==> src/rtl/wb_commit_stage.sv <==
// Writeback/commit stage: buffers completed MEM instructions in a small FIFO and retires the head
// entry in program order, raising exception/ERTN flushes and exporting forwarding and trace info.
module wb_commit_stage #(
    parameter int                  DATA_W     = 32,
    parameter int                  DEPTH      = 2,
    parameter int                  EXCP_W     = 16,
    parameter logic [6*EXCP_W-1:0] ECODE_MAP  = {EXCP_W{6'h0}},
    parameter int                  CSR_RD_LAT = 1
) (
    input  logic                    clk,
    input  logic                    reset,
    input  logic                    ms_to_ws_valid,
    output logic                    ws_allowin,
    input  logic [DATA_W-1:0]       ms_pc,
    input  logic [DATA_W-1:0]       ms_result,
    input  logic [4:0]              ms_dest,
    input  logic                    ms_gr_we,
    input  logic                    ms_res_from_csr,
    input  logic                    ms_ertn,
    input  logic [EXCP_W-1:0]       ms_excp_vec,
    input  logic                    ms_csr_we,
    input  logic [13:0]             ms_csr_num,
    input  logic [DATA_W-1:0]       ms_csr_wmask,
    input  logic [DATA_W-1:0]       ms_csr_wdata,
    output logic [13:0]             csr_rnum,
    input  logic [DATA_W-1:0]       csr_rdata,
    output logic                    csr_we,
    output logic [13:0]             csr_wnum,
    output logic [DATA_W-1:0]       csr_wmask,
    output logic [DATA_W-1:0]       csr_wdata,
    output logic                    excp_flush,
    output logic                    ertn_flush,
    output logic [5:0]              ecode,
    output logic [DATA_W-1:0]       epc,
    output logic                    rf_we,
    output logic [4:0]              rf_waddr,
    output logic [DATA_W-1:0]       rf_wdata,
    output logic [DEPTH-1:0]        fwd_valid,
    output logic [DEPTH-1:0]        fwd_gr_we,
    output logic [DEPTH-1:0]        fwd_pending,
    output logic [5*DEPTH-1:0]      fwd_dest,
    output logic [DATA_W*DEPTH-1:0] fwd_data,
    output logic [DATA_W-1:0]       debug_wb_pc,
    output logic [3:0]              debug_wb_rf_we,
    output logic [4:0]              debug_wb_rf_wnum,
    output logic [DATA_W-1:0]       debug_wb_rf_wdata
);

    localparam int PTR_W = $clog2(DEPTH);
    localparam int CNT_W = PTR_W + 1;

    typedef enum logic {IDLE, CSR_WAIT} state_e;

    state_e            state_q, state_d;
    logic [PTR_W-1:0]  rdPtr_q, wrPtr_q;
    logic [CNT_W-1:0]  count_q;

    logic [DATA_W-1:0] pcMem_q       [DEPTH];
    logic [DATA_W-1:0] resultMem_q   [DEPTH];
    logic [4:0]        destMem_q     [DEPTH];
    logic              grWeMem_q     [DEPTH];
    logic              resCsrMem_q   [DEPTH];
    logic              ertnMem_q     [DEPTH];
    logic [EXCP_W-1:0] excpMem_q     [DEPTH];
    logic              csrWeMem_q    [DEPTH];
    logic [13:0]       csrNumMem_q   [DEPTH];
    logic [DATA_W-1:0] csrWmaskMem_q [DEPTH];
    logic [DATA_W-1:0] csrWdataMem_q [DEPTH];

    logic headValid, headExcp, needCsrWait;
    logic commit, flush, push;
    logic [5:0] ecodeSel;

    assign headValid   = (count_q != '0);
    assign headExcp    = |excpMem_q[rdPtr_q];
    // Only an exception-free CSR-read head has to wait a cycle for csr_rdata.
    assign needCsrWait = headValid & resCsrMem_q[rdPtr_q] & ~headExcp & (CSR_RD_LAT == 1);

    assign flush      = excp_flush | ertn_flush;
    assign ws_allowin = (count_q != CNT_W'(DEPTH)) & ~flush;
    assign push       = ms_to_ws_valid & ws_allowin;

    always_ff @(posedge clk) begin
        if (reset) state_q <= IDLE;
        else       state_q <= state_d;
    end

    always_comb begin
        state_d = state_q;
        case (state_q)
            IDLE:     if (needCsrWait) state_d = CSR_WAIT;
            CSR_WAIT: state_d = IDLE;
            default:  state_d = IDLE;
        endcase
    end

    // Commit side effects are suppressed in a reset cycle, even if a CSR_WAIT was in progress.
    always_comb begin
        commit     = ~reset & headValid & ((state_q == CSR_WAIT) | ~needCsrWait);
        excp_flush = commit & headExcp;
        ertn_flush = commit & ~headExcp & ertnMem_q[rdPtr_q];
        rf_we      = commit & ~headExcp & ~ertnMem_q[rdPtr_q] & grWeMem_q[rdPtr_q];
        csr_we     = commit & ~headExcp & ~ertnMem_q[rdPtr_q] & csrWeMem_q[rdPtr_q];
        rf_waddr   = destMem_q[rdPtr_q];
        rf_wdata   = resCsrMem_q[rdPtr_q] ? csr_rdata : resultMem_q[rdPtr_q];
        csr_rnum   = headValid ? csrNumMem_q[rdPtr_q] : 14'h0;
        csr_wnum   = csrNumMem_q[rdPtr_q];
        csr_wmask  = csrWmaskMem_q[rdPtr_q];
        csr_wdata  = csrWdataMem_q[rdPtr_q];
        ecode      = excp_flush ? ecodeSel : 6'h0;
        epc        = pcMem_q[rdPtr_q];
    end

    // Later iterations override earlier ones, so the highest set bit wins.
    always_comb begin
        ecodeSel = 6'h0;
        for (int i = 0; i < EXCP_W; i++) begin
            if (excpMem_q[rdPtr_q][i]) ecodeSel = ECODE_MAP[6*i +: 6];
        end
    end

    always_ff @(posedge clk) begin
        if (reset) begin
            count_q <= '0;
            rdPtr_q <= '0;
            wrPtr_q <= '0;
        end else if (flush) begin
            count_q <= '0;
            rdPtr_q <= wrPtr_q;
        end else begin
            if (push)   wrPtr_q <= wrPtr_q + PTR_W'(1);
            if (commit) rdPtr_q <= rdPtr_q + PTR_W'(1);
            if (push & ~commit)      count_q <= count_q + CNT_W'(1);
            else if (~push & commit) count_q <= count_q - CNT_W'(1);
        end
    end

    always_ff @(posedge clk) begin
        if (push) begin
            pcMem_q[wrPtr_q]       <= ms_pc;
            resultMem_q[wrPtr_q]   <= ms_result;
            destMem_q[wrPtr_q]     <= ms_dest;
            grWeMem_q[wrPtr_q]     <= ms_gr_we;
            resCsrMem_q[wrPtr_q]   <= ms_res_from_csr;
            ertnMem_q[wrPtr_q]     <= ms_ertn;
            excpMem_q[wrPtr_q]     <= ms_excp_vec;
            csrWeMem_q[wrPtr_q]    <= ms_csr_we;
            csrNumMem_q[wrPtr_q]   <= ms_csr_num;
            csrWmaskMem_q[wrPtr_q] <= ms_csr_wmask;
            csrWdataMem_q[wrPtr_q] <= ms_csr_wdata;
        end
    end

    // Slot k is the k-th oldest entry; pointer arithmetic wraps because DEPTH is a power of two.
    always_comb begin
        logic [PTR_W-1:0] idx;
        logic             slotValid;
        idx         = '0;
        slotValid   = 1'b0;
        fwd_valid   = '0;
        fwd_gr_we   = '0;
        fwd_pending = '0;
        fwd_dest    = '0;
        fwd_data    = '0;
        for (int k = 0; k < DEPTH; k++) begin
            idx                          = rdPtr_q + PTR_W'(k);
            slotValid                    = (CNT_W'(k) < count_q);
            fwd_valid[k]                 = slotValid;
            fwd_gr_we[k]                 = slotValid & grWeMem_q[idx] & ~(|excpMem_q[idx]);
            fwd_pending[k]               = slotValid & resCsrMem_q[idx];
            fwd_dest[5*k +: 5]           = destMem_q[idx];
            fwd_data[DATA_W*k +: DATA_W] = resultMem_q[idx];
        end
    end

    assign debug_wb_pc       = pcMem_q[rdPtr_q];
    assign debug_wb_rf_we    = {4{rf_we}};
    assign debug_wb_rf_wnum  = rf_waddr;
    assign debug_wb_rf_wdata = rf_wdata;

endmodule

==> config.mk <==
export PLATFORM = sky130hd
export DESIGN_NAME = wb_commit_stage
export DESIGN_NICKNAME = d
export VERILOG_FILES = /design/src/rtl/wb_commit_stage.sv
export SDC_FILE = /design/constraint.sdc
export NUM_CORES = 1
export LEC_CHECK = 0
export BUFFER_PORTS_ARGS = -buffer_cell sky130_fd_sc_hd__buf_2
export CELL_PAD_IN_SITES_DETAIL_PLACEMENT = 0
export CELL_PAD_IN_SITES_GLOBAL_PLACEMENT = 2
export CORE_AREA = 3 3 207 209
export CTS_CLUSTER_DIAMETER = 120
export DETAILED_ROUTE_END_ITERATION = 8
export DIE_AREA = 0 0 210 212
export PLACE_DENSITY_LB_ADDON = 0.1
export SLEW_MARGIN = 15
export SYNTH_ARGS = -nofsm -noshare
export SYNTH_HDL_FRONTEND = slang
export SYNTH_SLANG_ARGS = --single-unit
==> constraint.sdc <==
create_clock -name clk -period 43.2 [get_ports clk]
set_input_delay 2.16 -clock clk [delete_from_list [all_inputs] [get_ports clk]]
set_output_delay 2.16 -clock clk [all_outputs]
set_load 0.02 [all_outputs]
==> reports/qor.yml <==
yosys:
  avgSynthCellArea_um2: 18.6
  yosysUniqueCellTypes: 32
  synth_top_area_share: 0.723
  synth_area_leaders: "edfxtp_1, mux2_2, buf_4, dfxtp_1, and2_1"
  yosysWarnings: 0
  synth_area_leader_cell: "edfxtp_1"
  synth.cell_area_mm2: 0.0139
  synth_edf_count: 334
  syn_inst: 746
  ys_ff_latch: 340
  synth-seq-area-share: 0.732
  synth_ff_type: "edfxtp_1"
  async_flop_share: 0
setup_path:
  cp-start-kind: "flop"
  required_ps: 41040
  setup.worst_path.end_class: "output pin"
  worstPathMaxFanout: 73
  crit_arrival_ps: 3610
  path_class: "reg -> out"
layout:
  fillerInstances: 3858
  syn2layout_area_growth_pct: 27.5
  layout-drive-gt1-share: 0.649
  layout_common_cells: "buf_2, edfxtp_1, mux2_2"
  fin_cells: 1780
  final_common_cell: "buf_2"
  final_nets: 1417
floorplanning:
  ios: 527
  die_w_um: 210
  coreArea_mm2: 0.0410
  initial_core_util: 0.338
  die_h_um: 212
  rows: 74
  die_area_mm2: 0.0445
timing:
  period_needed_ps: 5770
  setup_ws_ps: 37430
  final_max_slew_viol_count: 0
  clock_skew_ps: 13.4
  fin_tns_setup_ps: 0
  setup_viol: 0
  rsz0062_at_grt: "false"
  hold_ws_ps: 539
  max_freq_mhz: 173
  tightest_slew_ps: 1060
  hold_viol: 0
  slew_headroom: 0.292
  fin_crit_sh: 0.133
global_route:
  met1_usage: 0.178
  top_usage_layer: "met2"
  use_met3: 0.0615
  use_met2: 0.298
  grt_pass1_vias: 8246
  grt.total_usage: 0.164
  grt_max_degree: 74
  grt_pass1_wl_mm: 53.7
  grt_overflow_total: 0
  antenna_found_initial: 17
drt:
  drt_iter0_markers: 221
  drtAntennaViolNets: 0
  dr.pass1.iters: 4
  via_count: 8023
  avgRoutedWirePerCell_um: 21.5
  via_per_inst: 4.51
  wl_mm: 38.2
  drc: 0
clock_network:
  cts_hold_buf: 0
  cts_setup_buffers: 0
  clock_sinks: 340
  cts_tree: "built"
  clock_path_buffers: 3
  cts-resized-gates: 0
  cts_root_buffer: "clkbuf_16"
  cts_buffers: 39
  cts.htree.levels: 2
  clk_latency_ps: 530
  cts.reportedPaths.clkPinSlew_ps: 50
power_and_ir_drop:
  p_leak_nw: 6.86
  peakVddDrop_mv: 0.0319
  powerDensity_mw_per_mm2: 61.8
flow_run:
  cap_violations: 0
status:
  outcome: "finished clean"
placed_design:
  port_buffers: 520
  dp_hpwl_mm: 27.8
  pre_cts_ws_ps: 37460
  place_inst: 1702
  gp_congestion: 0.712
hold_path:
  hold_path_class: "reg -> reg"
-- per-layer routing --
metal  vias up  wire length [um]
li1       3729                 -
met1      3910             14100
met2       300             20000
met3        64              3280
met4        20               765
met5         -               122
-- worst max-delay path, stage by stage, from the launching register on --
cell and delay (ps):
dfxtp_4 750, buf_4 900, mux2_2 470, or3_1 470, nor2_1 260, buf_2 220
-- Yosys cell counts (4+ instances only) --
| cell | number |
|---|---|
| inv_1 | 5 |
| edfxtp_1 | 334 |
| ha_1 | 4 |
| clkbuf_1 | 7 |
| nor4_1 | 9 |
| buf_2 | 15 |
| buf_1 | 4 |
| buf_4 | 85 |
| mux2i_1 | 4 |
| mux2_2 | 218 |
| and2_1 | 15 |
| dfxtp_1 | 6 |
| nor3_1 | 6 |
| nor2_1 | 9 |
-- final timing paths --
kind,to,slack [ps],startpoint,cells after the start
setup / recovery,debug_wb_rf_we[2],37430,flop,5
setup reg to reg,resultMem_q[1][0],38770,flop,6
hold / removal,state_q,540,state_q,2
hold reg to reg,state_q,540,state_q,2
-- state kept, by name (all words and copies together), names as in the netlist, named ones only --
name and cells:
resCsrMem_q 2, state_q 1, csrWdataMem_q 64, count_q 2, excpMem_q 32, pcMem_q 64
destMem_q 10, ertnMem_q 2, csrWmaskMem_q 64, wrPtr_q 1, resultMem_q 64, csrNumMem_q 28
grWeMem_q 2, csrWeMem_q 2, rdPtr_q 1
-- cell families (layout without fill, tap and decap cells) --
group                    after synthesis  after routing  synth area share
flip-flops                           340            340             0.732
multiplexers                         224            224             0.182
buffers and inverters                116            606            0.0558
AND/OR/NAND/NOR                       51             51            0.0210
AO/OA/AOI/OAI                          8              8           0.00451
adder cells (fa/ha/maj)                4              4           0.00361
XOR/XNOR                               2              2           0.00126
other                                  1             13          0.000270
-- stage by stage --
| step | power, mW | area, um2 | utilization |
|---|---|---|---|
| final | 1.09 | 17700 | 0.431 |
| after global routing | 1.15 | 17700 | 0.431 |
| after CTS | 1.12 | 17700 | 0.431 |
| after detailed placement | 0.810 | 16500 | 0.402 |
| after global placement | 0.810 | 16500 | 0.402 |
| after floorplan | 0.717 | 13900 | - |
-- report_power, final --
group / switching [mW] / internal, mW
clock network: 0.123 / 0.177
registers: 0.0150 / 0.429
logic: 0.231 / 0.118
-- cell type report --
type / count / area, um2 / area share
sequential: 340 / 10200 / 0.574
antenna: 7 / 17.5 / 0.000990
tap: 532 / 666 / 0.0376
timing repair buffer: 530 / 2680 / 0.151
inverter: 5 / 18.8 / 0.00106
clock inverter: 17 / 118 / 0.00665
multi-input combinational: 295 / 2980 / 0.169
clock buffer: 54 / 1050 / 0.0596
No activity file was read; power rests on OpenSTA's default activity.
